==> src/rtl/bus_arbiter_pkg.sv <==
// Shared definitions for the four-master bus arbiter.
// Carries the bus ownership constants (bus_def) and the active-low
// enable/disable levels (global_std_def) used by the arbiter and its neighbours.
package bus_arbiter_pkg;

  // Active-low signalling levels shared across the bus fabric.
  localparam logic ENABLE_  = 1'b0;
  localparam logic DISABLE_ = 1'b1;

  localparam int unsigned BUS_MASTER_CH = 4;

  typedef logic [1:0] bus_owner_t;

  localparam bus_owner_t BUS_OWNER_MASTER_0 = 2'd0;
  localparam bus_owner_t BUS_OWNER_MASTER_1 = 2'd1;
  localparam bus_owner_t BUS_OWNER_MASTER_2 = 2'd2;
  localparam bus_owner_t BUS_OWNER_MASTER_3 = 2'd3;

endpackage

==> src/rtl/bus_arbiter_rr_pick.sv <==
// Round-robin picker for the bus arbiter.
// Purely combinational: searches owner+1, owner+2, owner+3 (mod 4) for the first
// asserted bit of an active-high request vector whose owner bit is already masked.
// Ports:
//   owner - current owner index
//   req   - active-high requests, owner bit cleared by the caller
//   next  - first requester in rotation order (owner when none found)
//   found - at least one other master is requesting
module bus_arbiter_rr_pick
  import bus_arbiter_pkg::*;
(
  input  logic [1:0]               owner,
  input  logic [BUS_MASTER_CH-1:0] req,
  output logic [1:0]               next,
  output logic                     found
);

  always_comb begin
    logic [1:0] idx;
    next  = owner;
    found = 1'b0;
    for (int k = 1; k < BUS_MASTER_CH; k++) begin
      idx = owner + 2'(k);
      if (req[idx] && !found) begin
        next  = idx;
        found = 1'b1;
      end
    end
  end

endmodule

==> src/rtl/bus_arbiter.sv <==
// Four-master round-robin bus arbiter.
// Holds one registered owner so exactly one active-low grant is asserted every
// cycle; the bus parks on the last owner when idle. An optional hold limit
// forces rotation to a waiting master, but never while a transaction
// (s_as_n asserted) is in flight.
// Ports:
//   clk, reset_n       - clock, asynchronous active-low reset
//   m0..m3_req_n       - per-master bus requests, active-low
//   s_as_n             - shared address strobe from the bus mux, active-low
//   m0..m3_grnt_n      - per-master grants, active-low, decoded from owner only
//   owner              - current owner index
module bus_arbiter
  import bus_arbiter_pkg::*;
#(
  parameter int unsigned MAX_HOLD = 16,
  parameter int unsigned HOLD_W   = 5
) (
  input  logic       clk,
  input  logic       reset_n,
  input  logic       m0_req_n,
  input  logic       m1_req_n,
  input  logic       m2_req_n,
  input  logic       m3_req_n,
  input  logic       s_as_n,
  output logic       m0_grnt_n,
  output logic       m1_grnt_n,
  output logic       m2_grnt_n,
  output logic       m3_grnt_n,
  output logic [1:0] owner
);

  localparam logic [HOLD_W-1:0] HoldMax = HOLD_W'(MAX_HOLD);

  logic [1:0]               owner_q, owner_d;
  logic [HOLD_W-1:0]        hold_q, hold_d;
  logic [BUS_MASTER_CH-1:0] req;
  logic [BUS_MASTER_CH-1:0] other_req;
  logic                     own_req;
  logic [1:0]               pick_next;
  logic                     pick_found;
  logic                     force_rot;
  logic [BUS_MASTER_CH-1:0] grnt_n;

  assign req       = ~{m3_req_n, m2_req_n, m1_req_n, m0_req_n};
  assign own_req   = req[owner_q];
  assign other_req = req & ~(BUS_MASTER_CH'(1) << owner_q);

  bus_arbiter_rr_pick u_pick (
    .owner (owner_q),
    .req   (other_req),
    .next  (pick_next),
    .found (pick_found)
  );

  assign force_rot = (MAX_HOLD != 0) && own_req && (hold_q == HoldMax) && pick_found &&
                     (s_as_n == DISABLE_);

  always_comb begin
    owner_d = owner_q;
    hold_d  = hold_q;
    if (pick_found && (!own_req || force_rot)) begin
      owner_d = pick_next;
      hold_d  = '0;
    end else if (!pick_found) begin
      hold_d = '0;
    end else if (hold_q < HoldMax) begin
      // Owner still requesting with someone waiting; saturates at the limit.
      hold_d = hold_q + 1'b1;
    end
  end

  always_ff @(posedge clk or negedge reset_n) begin
    if (!reset_n) begin
      owner_q <= BUS_OWNER_MASTER_0;
      hold_q  <= '0;
    end else begin
      owner_q <= owner_d;
      hold_q  <= hold_d;
    end
  end

  always_comb begin
    for (int i = 0; i < BUS_MASTER_CH; i++) begin
      grnt_n[i] = (owner_q == 2'(i)) ? ENABLE_ : DISABLE_;
    end
  end

  assign m0_grnt_n = grnt_n[0];
  assign m1_grnt_n = grnt_n[1];
  assign m2_grnt_n = grnt_n[2];
  assign m3_grnt_n = grnt_n[3];
  assign owner     = owner_q;

endmodule

==> config.mk <==
export PLATFORM = sky130hd
export DESIGN_NAME = bus_arbiter
export DESIGN_NICKNAME = d
export VERILOG_FILES = /design/src/rtl/bus_arbiter_pkg.sv /design/src/rtl/bus_arbiter_rr_pick.sv /design/src/rtl/bus_arbiter.sv
export SDC_FILE = /design/constraint.sdc
export NUM_CORES = 1
export LEC_CHECK = 0
export ABC_AREA = 1
export BUFFER_PORTS_ARGS = -buffer_cell sky130_fd_sc_hd__clkbuf_2
export CORE_UTILIZATION = 49
export DETAILED_ROUTE_END_ITERATION = 16
export PLACE_DENSITY = 0.81
export SYNTH_ARGS = -nofsm -noshare
export SYNTH_HDL_FRONTEND = slang
export SYNTH_HIERARCHICAL = 1
export SYNTH_SLANG_ARGS = --single-unit
==> constraint.sdc <==
create_clock -name clk -period 1.8 [get_ports clk]
set_input_delay 0.09 -clock clk [delete_from_list [all_inputs] [get_ports clk]]
set_output_delay 0.09 -clock clk [all_outputs]
set_load 0.05 [all_outputs]
# Word level (Yosys, flattened, before mapping)
# Cells that the tools add are included.
[word_totals]
register_bits = 7
input_bits = 7
output_inout_bits = 6
wordCells = 54
[classes]
addsub = 4
n_lt_le_gt_ge = 5
eq_ne = 5
shifts = 1
n_mux = 21
n_bitwise = 3
reduce_logical = 13
[op_table]
columns = ["operator", "count"]
rows = [
  ["two-way mux 5 bit", 3],
  ["less-than comparator 2 x 3 -> 1 bit (second input constant)", 4],
  ["two-way mux 1 bit", 11],
  ["binary-select mux 1 bit (select 2 bit)", 4],
  ["NOT 4 bit", 2],
  ["logical AND 1 bit", 6],
  ["two-way mux 2 bit", 3],
  ["adder 5 x 1 -> 5 bit (second input constant)", 1],
  ["equality test 5 bit (second input constant)", 1],
  ["less-than comparator 5 bit (second input constant)", 1],
  ["adder 2 bit (second input constant)", 2],
  ["AND 4 bit", 1],
  ["equality test 2 bit (second input constant)", 2],
  ["<< shifter 1 x 2 -> 4 bit (first input constant)", 1],
  ["zero test 1 bit", 3],
  ["!= test 3 x 1 -> 1 bit (second input constant)", 1],
  ["nonzero test 3 bit", 1],
  ["adder 2 x 1 -> 2 bit (second input constant)", 1],
  ["equality test 2 x 1 -> 1 bit (second input constant)", 1],
  ["zero test 2 bit", 1],
  ["AND reduction 2 bit", 1],
  ["logical OR 1 bit", 1],
]

# Longest topological paths before layout
# Gate-level depths: netlist of run 1.
[depth]
ltp_word = 17
depth_mapped = 17
depth_no_buf = 15

# Cells and area by module
# Netlist of run 1, hierarchy kept.
[modules_own_cells]
columns = ["module", "n_inst", "cells_each", "area_each_um2", "seq_area_each_um2"]
rows = [
  ["bus_arbiter", 1, 72, 575.6, 175.2],
  ["bus_arbiter_rr_pick", 1, 44, 227.7, 0.0],
]

# Worst setup path after synthesis of run 1
# OpenSTA, ideal clock, no wires.
[synth_timing]
path_kind = "flip-flop to flip-flop"
start = "register owner_q[1], in the netlist owner[1]"
end = "register hold_q[3]"
setup_ps = 117
t_arrival_ps = 2159
t_required_ps = 1683
setup_slack_ps = -476
path_stages_with_launch = 18
n_path_buf = 2
period_less_slack_ps = 2276
cell_sequence = "dfrtp_1 -> buf_6 -> inv_2 -> a21oi_1 -> nand2_1 -> nand2_1 -> nand2_2 -> nand2_4 -> a21oi_2 -> nand3_1 -> buf_6 -> nand2_1 -> inv_2 -> nand3_4 -> nand3_4 -> nand2_2 -> nand3_1 -> nand2_1"
[synth_between]
elab_chain_len = 17
elab_cells_between_ends = 30
cone_classes = "add/sub (3); eq/ne (1); shift (1); mux (13); bitwise (2); reduce/logical (10)"
[synth_lines]
columns = ["element", "line", "text"]
rows = [
  ["start: declaration", "bus_arbiter.sv:34", "logic [1:0] owner_q, owner_d;"],
  ["start signal: assignment", "bus_arbiter.sv:77", "owner_q <= owner_d;"],
  ["<< shifter 1 x 2 -> 4 bit (*)", "bus_arbiter.sv:46", "assign other_req = req & ~(BUS_MASTER_CH'(1) << owner_q);"],
  ["NOT 4 bit (*)", "bus_arbiter.sv:46", ""],
  ["AND 4 bit (*)", "bus_arbiter.sv:46", ""],
  ["net other_req[1]", "bus_arbiter.sv:37", "logic [BUS_MASTER_CH-1:0] other_req;"],
  ["binary-select mux 1 bit (select 2 bit)", "bus_arbiter_rr_pick.sv:24", "if (req[idx] && !found) begin"],
  ["two-way mux 1 bit (not written as such)", "bus_arbiter_rr_pick.sv:24", ""],
  ["two-way mux 1 bit", "bus_arbiter_rr_pick.sv:24", ""],
  ["zero test 1 bit", "bus_arbiter_rr_pick.sv:24", ""],
  ["(+2 left out)", "-", ""],
  ["zero test 1 bit", "bus_arbiter_rr_pick.sv:24", ""],
  ["logical AND 1 bit", "bus_arbiter_rr_pick.sv:24", ""],
  ["two-way mux 1 bit (*)", "bus_arbiter_rr_pick.sv:24", ""],
  ["net pick_found", "bus_arbiter.sv:40", "logic pick_found;"],
  ["logical AND 1 bit (2 in series)", "bus_arbiter.sv:55", "assign force_rot = (MAX_HOLD != 0) && own_req && (hold_q == HoldMax) && pick_found &&"],
  ["logical OR 1 bit", "bus_arbiter.sv:61", "if (pick_found && (!own_req || force_rot)) begin"],
  ["logical AND 1 bit", "bus_arbiter.sv:61", ""],
  ["!= test 3 x 1 -> 1 bit (no line) / two-way mux 5 bit (equally long branches)", "-", ""],
  ["end signal: assignment", "bus_arbiter.sv:78", "hold_q <= hold_d;"],
  ["end: declaration", "bus_arbiter.sv:35", "logic [HOLD_W-1:0] hold_q, hold_d;"],
]
# The timed path passes the listed nets; every way through them passes the cells marked *. The select of a mux whose other input is x is not followed.
# A chain may end at the register's enable or synchronous reset.

# Worst setup path after layout of run 1
[layout_timing]
start = "register owner_q[0], in the netlist owner[0]"
end = "register owner_q[0], in the netlist owner[0]"
[layout_between]
elab_chain_len = 17
elab_cells_between_ends = 32
cone_classes = "add/sub (3); shift (1); mux (14); bitwise (2); reduce/logical (12)"
[layout_lines]
columns = ["element", "line"]
rows = [
  ["<< shifter 1 x 2 -> 4 bit (*)", "bus_arbiter.sv:46"],
  ["NOT 4 bit (*)", "bus_arbiter.sv:46"],
  ["AND 4 bit (*)", "bus_arbiter.sv:46"],
  ["net other_req[0]", "bus_arbiter.sv:37"],
  ["binary-select mux 1 bit (select 2 bit)", "bus_arbiter_rr_pick.sv:24"],
  ["two-way mux 1 bit (not written as such)", "bus_arbiter_rr_pick.sv:24"],
  ["two-way mux 1 bit", "bus_arbiter_rr_pick.sv:24"],
  ["zero test 1 bit", "bus_arbiter_rr_pick.sv:24"],
  ["(+2 left out)", "-"],
  ["zero test 1 bit", "bus_arbiter_rr_pick.sv:24"],
  ["logical AND 1 bit", "bus_arbiter_rr_pick.sv:24"],
  ["two-way mux 1 bit (*)", "bus_arbiter_rr_pick.sv:24"],
  ["net pick_found", "bus_arbiter.sv:40"],
  ["logical AND 1 bit (2 in series)", "bus_arbiter.sv:55"],
  ["logical OR 1 bit", "bus_arbiter.sv:61"],
  ["logical AND 1 bit (*)", "bus_arbiter.sv:61"],
  ["AND reduction 2 bit (no line) (*)", "-"],
]
# Marked as above.

==> results.py, run 1 <==
metrics = {
    "finish": {
        "drive_gt1_share_pct": 53.7,
        "diodes": 0,
        "synthToLayoutAreaGrowth_pct": 40.7,
        "final_cells": 165,
        "nets": 159,
    },
    "yosys": {
        "synth_top_family_by_area": "simple AND/OR/NAND/NOR gates",
        "synth_compound_area_share_pct": 8.26,
        "ys.flop_type": "dfrtp_1",
        "async_flop_share_pct": 100,
        "synth_top_area_share_pct": 21.8,
        "yosys.area_share.adder_pct": 3.12,
        "synthTopCellsByCount": "nand2_1 (35), nand3_1 (15), nand2_2 (10), dfrtp_1 (7), inv_1 (7)",
        "syn_nets": 125,
        "ys_ff_latch": 7,
        "synthTopCellsByArea": "dfrtp_1 (22%), nand2_1 (16%), nand3_1 (9.3%), nand2_2 (7.8%), buf_6 (5.6%)",
        "synth_area_per_cell_um2": 6.92,
        "synth_edf_count": 0,
        "synthCells": 116,
        "synth_cell_types": 23,
        "yosys.area.top_type": "dfrtp_1",
        "ys_warn_count": 6,
        "synth_area_um2": 803,
        "synth_mux_area_share_pct": 0,
        "synth-simple-area-share_pct": 51.2,
        "seq_area_frac_synth_pct": 21.8,
        "synth.most_common_cell": "nand2_1",
        "synth_xor_xnor_area_share_pct": 2.18,
    },
    "timing": {
        "post-route-period-util_pct": 104,
        "drv_slew": 0,
        "finalClockSkew_ps": 9.60,
        "slew_headroom_pct": 81.1,
        "tightestPinTransition_ps": 284,
        "hold_violations": 0,
        "max_freq_mhz": 535,
        "rsz0062_at_grt": "true",
        "setup_slack_ps": -68.4,
        "period_minus_slack_ps": 1870,
        "setup_violations": 7,
    },
    "routing": {
        "drtIter0Drc": 29,
        "dr.pass1.iters": 4,
        "antenna_left": 0,
        "routedWlPerCell_um": 13.6,
        "vias": 909,
        "drt-vias-per-instance": 5.51,
        "route.detailed.drc": 0,
        "drt_wl_total_um": 2250,
    },
    "place": {
        "dpl.cell_count": 156,
        "portBuffers": 12,
        "dpl_worst_slack_ps": -68.7,
        "dp_hpwl_um": 1500,
        "place.gp.congestion": 0.808,
    },
    "cts": {
        "tritoncts": "built",
        "clock_sinks": 7,
        "cts_buffer_depth": 2,
        "root_buffer": "clkbuf_4",
        "clock_latency_ps": 270,
        "clk_pin_slew_ps": 60,
        "cts-htree-levels": 1,
        "cts_buffers": 3,
    },
    "pwr": {
        "comb_power_share_pct": 82.1,
        "seqPwrFrac_pct": 11.7,
        "p_per_area_nw_per_um2": 2190,
        "intPower_mw": 1.10,
        "ir_drop_v": 0.00154,
        "clkPwrFrac_pct": 6.2,
        "swShare_pct": 55.6,
        "power.switching_mw": 1.37,
        "leakagePower_nw": 0.575,
    },
    "run": {
        "max_cap_violations": 0,
    },
    "grt": {
        "grt_use_total_pct": 25.9,
        "grt_pass1_vias": 837,
        "grt_overflow_total": 0,
        "grt_max_degree": 9,
        "grt_first_pass_wirelength_um": 3510,
        "grt_antenna_before_repair": 0,
    },
    "run_status": {
        "failed_checks": "negative setup slack",
        "status": "finished, violations left",
    },
    "critical_path": {
        "crit_path_end_kind": "register",
        "critPathKind": "register to register",
        "start_kind": "register",
        "cp.arrival_ps": 2060,
        "required_ps": 1990,
        "rr_worst_depth": 14,
        "crit_fanout": 5,
    },
    "floorplan": {
        "io_pins": 13,
        "start_util_pct": 52.7,
        "dieWidth_um": 42.5,
        "dieArea_um2": 1810,
        "core-area_um2": 1520,
        "core.rowCount": 14,
        "die_y_um": 42.5,
    },
    "hold_path": {
        "hp-class": "primary input to async pin",
    },
}
layout by cell type (no fill, tap or decap), drive strengths merged:
cell,synthesis,final
nand2,48,48
buf,4,20
nand3,19,19
clkbuf,0,16
inv,14,14
a21oi,8,8
dfrtp,7,7
nor2,5,5
nand4,3,3
o21ai,3,3
xor2,2,2
ha,2,2
or2,1,1
dlygate4sd3,0,1
worst paths after layout:
check	startpoint	end	slack, ps
worst min register to register	hold_q[1]	hold_q[1]	600
worst max-delay path	owner[0]	owner[0]	-70
max in group asynchronous	reset_n	owner[0]	1410
worst max register to register	owner[0]	owner[0]	-70
worst min-delay path	reset_n	hold_q[3]	190
min in group clk	s_as_n	hold_q[0]	320
metal layers:
layer  vias up  global-route usage [%]  part of all wire (%)
met5         -                       0                     0
met1       428                    30.7                    41
met3         2                    8.62                   6.0
li1        440                       -                     -
met4         0                    5.00                  0.45
met2        39                    45.2                    52
timing repair:
action,4_1_cts,5_1_grt
setup endpoints to repair,6,7
hold buffers,1,0
pin swaps,10,2
buffers inserted,3,1
resized for setup,9,5
endpoints found under the hold margin,7,0
cell families (layout without fill, tap and decap cells):
logic type | after synthesis | count (layout)
xor+xnor | 2 | 2
compound gates | 11 | 11
buf+inv | 18 | 51
fa+ha+maj | 2 | 2
simple gates | 76 | 76
flops | 7 | 7
critical path, stage by stage, from the launching register on:
cell	delay, ps
dfrtp_2	430
buf_12	140
nor2_4	130
nor2_4	60
nand2_1	120
nand3_2	130
a21oi_4	180
nand3_2	100
nand2_2	70
inv_2	50
nand3_4	70
nand3_4	100
nand2_2	90
nand2_1	50
nand2_1	70
state kept, by name, summed over array words and instances, names as in the netlist:
register / flops
hold_q: 5
owner: 2
metrics by stage:
| step | power (mW) | hold slack (ps) | cell area [um^2] | utilization (%) | TNS, ps |
|---|---|---|---|---|---|
| after floorplan | 1.59 | -206 | 830 | - | -1420 |
| after global placement | 1.97 | -56.0 | 997 | 65.4 | -2.17 |
| after detailed placement | 2.02 | -58.0 | 997 | 65.4 | -264 |
| after CTS | 2.34 | 198 | 1100 | 72.2 | -20.8 |
| after global routing | 2.62 | 206 | 1130 | 74.1 | -918 |
| final | 2.47 | 191 | 1130 | 74.1 | -346 |
power by group through the flow:
stage | clock network (mW) | logic [mW] | registers [mW]
floorplan | 0 | 1.25 | 0.334
global placement | 0 | 1.66 | 0.315
detailed placement | 0 | 1.70 | 0.319
CTS | 0.156 | 1.90 | 0.287
global route | 0.166 | 2.16 | 0.296
finish | 0.154 | 2.03 | 0.289
final cells by class:
type / count / area (um^2)
clock buffers: 4 / 26.3
fillers: 96 / 394
multi-input cells: 91 / 589
inverters: 14 / 67.6
repair buffers: 33 / 249
flip-flops and latches: 7 / 178
well taps: 16 / 20.0
(Power assumes the default switching activity.)
==> run 2, diff against run 1 <==
--- a/config.mk
+++ b/config.mk
@@ -7,6 +7,7 @@
 export LEC_CHECK = 0
 export ABC_AREA = 1
 export BUFFER_PORTS_ARGS = -buffer_cell sky130_fd_sc_hd__clkbuf_2
+export CORE_ASPECT_RATIO = 1.2
 export CORE_UTILIZATION = 49
 export DETAILED_ROUTE_END_ITERATION = 16
 export PLACE_DENSITY = 0.81
==> run 2 against run 1 <==
Net effect:
- the flow still finishes with violations (negative setup slack)
- critical path depth grew 1
- clock power about the same
- core utilization grew 7.5 points
- sequential cell count did not move
- combinational power is 11% higher
- clock-buffer cell count did not move
- cell area increased by 7.2%
- clock skew decreased by 3.7 ps
- critical endpoint is now hold_q[2]
==> results.py, run 2 (synthesis gave the netlist of run 1 again) <==
metrics = {
    "run": {
        "max_cap_violations": 0,
    },
    "cts": {
        "clock_latency_ps": 260,
        "cts_buffer_depth": 2,
        "clock_sinks": 7,
        "clk_pin_slew_ps": 60,
        "cts_buffers": 3,
        "tritoncts": "built",
        "cts-htree-levels": 1,
        "root_buffer": "clkbuf_4",
    },
    "timing": {
        "setup_violations": 7,
        "max_freq_mhz": 519,
        "slew_headroom_pct": 79.5,
        "tightestPinTransition_ps": 307,
        "hold_violations": 0,
        "setup_slack_ps": -127,
        "holdWs_ps": 212,
        "rsz0062_at_grt": "true",
        "period_minus_slack_ps": 1930,
        "finalClockSkew_ps": 5.86,
        "post-route-period-util_pct": 107,
        "drv_slew": 0,
    },
    "finish": {
        "regArea_um2": 178,
        "nets": 165,
        "drive_gt1_share_pct": 56.1,
        "multi_input_area_um2": 624,
        "fillers": 87,
        "top_register": "hold_q",
        "final_cells": 172,
        "diodes": 0,
        "synthToLayoutAreaGrowth_pct": 50.8,
        "largest_register_ffs": 5,
        "layout_common_cells": "nand2_1 (28), buf_4 (22), nand3_1 (12), nand2_2 (12), clkbuf_2 (12)",
        "final_common_cell": "nand2_1",
    },
    "grt": {
        "grt_max_degree": 9,
        "grt_first_pass_wirelength_um": 3420,
        "grt_use_total_pct": 27.7,
        "grt_overflow_total": 0,
        "grt_pass1_vias": 845,
        "grt_antenna_before_repair": 0,
    },
    "floorplan": {
        "start_util_pct": 54.2,
        "dieWidth_um": 39.0,
        "core.rowCount": 15,
        "dieArea_um2": 1810,
        "io_pins": 13,
        "die_y_um": 46.4,
        "core-area_um2": 1480,
    },
    "critical_path": {
        "crit_family": "simple AND/OR/NAND/NOR gates",
        "critPathKind": "register to register",
        "worstPathCellList": "nor2_4, nor2_4, nand2_2, nand2_4, nand2_4, nand2_4, a21oi_4, nand3_2, nand2_2, inv_2, nand3_4, nand3_4, inv_4, nand2_4, a21oi_2",
        "critPathMaxStageDelay_ps": 520,
        "crit_slowest_cell": "dfrtp_2",
        "critical_path_buf_inv_count": 2,
        "crit_top_cell": "nand2_4",
        "timing.rr.end": "hold_q[2]",
        "crit_path_end_kind": "register",
        "r2r_slack_ps": -130,
        "critical_path.endpoint": "hold_q[2]",
        "cp-startpoint": "owner[0]",
        "rr_worst_depth": 15,
        "path_depth": 15,
        "crit_fanout": 8,
        "cp.arrival_ps": 2110,
        "required_ps": 1980,
        "start_kind": "register",
        "rr_startpoint": "owner[0]",
    },
    "routing": {
        "vias": 944,
        "routedWlPerCell_um": 15.1,
        "antenna_left": 0,
        "drt_wl_total_um": 2600,
        "drt-vias-per-instance": 5.49,
        "route.detailed.drc": 0,
        "dr.pass1.iters": 4,
        "drtIter0Drc": 40,
    },
    "place": {
        "dpl.cell_count": 156,
        "dp_hpwl_um": 1470,
        "portBuffers": 12,
        "place.gp.congestion": 0.874,
    },
    "pwr": {
        "ir_drop_v": 0.00175,
        "leakagePower_nw": 0.624,
        "power_mw": 2.71,
        "p_per_area_nw_per_um2": 2240,
    },
    "run_status": {
        "failed_checks": "negative setup slack",
        "status": "finished, violations left",
    },
    "hold_path": {
        "hp-class": "primary input to async pin",
    },
}
-- run 2: timing repair --
action,CTS,global route
hold endpoints to repair,7,0
hold buffers,1,0
endpoints found under the setup margin,7,7
setup buffers,11,0
pin swaps,9,11
resized for setup,8,13
-- run 2: per-layer routing --
layer  routed length (um)  vias up  track usage (%)
met5                    0        -                0
met4                   60        0             16.6
met3                   85       10             6.76
met2                 1370       38             45.7
met1                 1090      446             31.8
li1                     -      450                -
-- run 2: final cells by class --
class / instances / area share (%)
multi-input cells: 91 / 51.5
repair buffers: 39 / 24.3
flip-flops and latches: 7 / 14.7
inverters: 14 / 5.58
clock buffers: 4 / 2.17
well taps: 17 / 1.76
-- run 2: how the worst min path moves through the flow --
stage                 start        end  slack (ps)  depth (start not counted)
global route        reset_n  hold_q[4]         240                          2
global placement    reset_n  hold_q[3]         -70                          1
finish              reset_n  hold_q[0]         210                          2
detailed placement  reset_n  hold_q[2]         -60                          1
CTS                 reset_n  hold_q[4]         210                          2
floorplan           reset_n  hold_q[0]        -210                          0
-- run 2: power breakdown --
group	leakage (nW)	internal (mW)	switching, mW	total, mW
logic	0.519	0.914	1.34	2.26
registers	0.0903	0.209	0.0897	0.299
clock network	0.0150	0.0853	0.0691	0.154
-- run 2: per-stage QoR --
| step | TNS [ps] | cell area (um^2) | utilization [%] | worst slack [ps] |
|---|---|---|---|---|
| detailed placement | -191 | 991 | 66.8 | -67.6 |
| finish | -510 | 1210 | 81.7 | -127 |
| CTS | -24.1 | 1150 | 77.8 | -18.3 |
| global placement | -1.98 | 991 | 66.8 | -1.35 |
| global route | -1020 | 1210 | 81.7 | -205 |
| floorplan | -1420 | 830 | - | -240 |
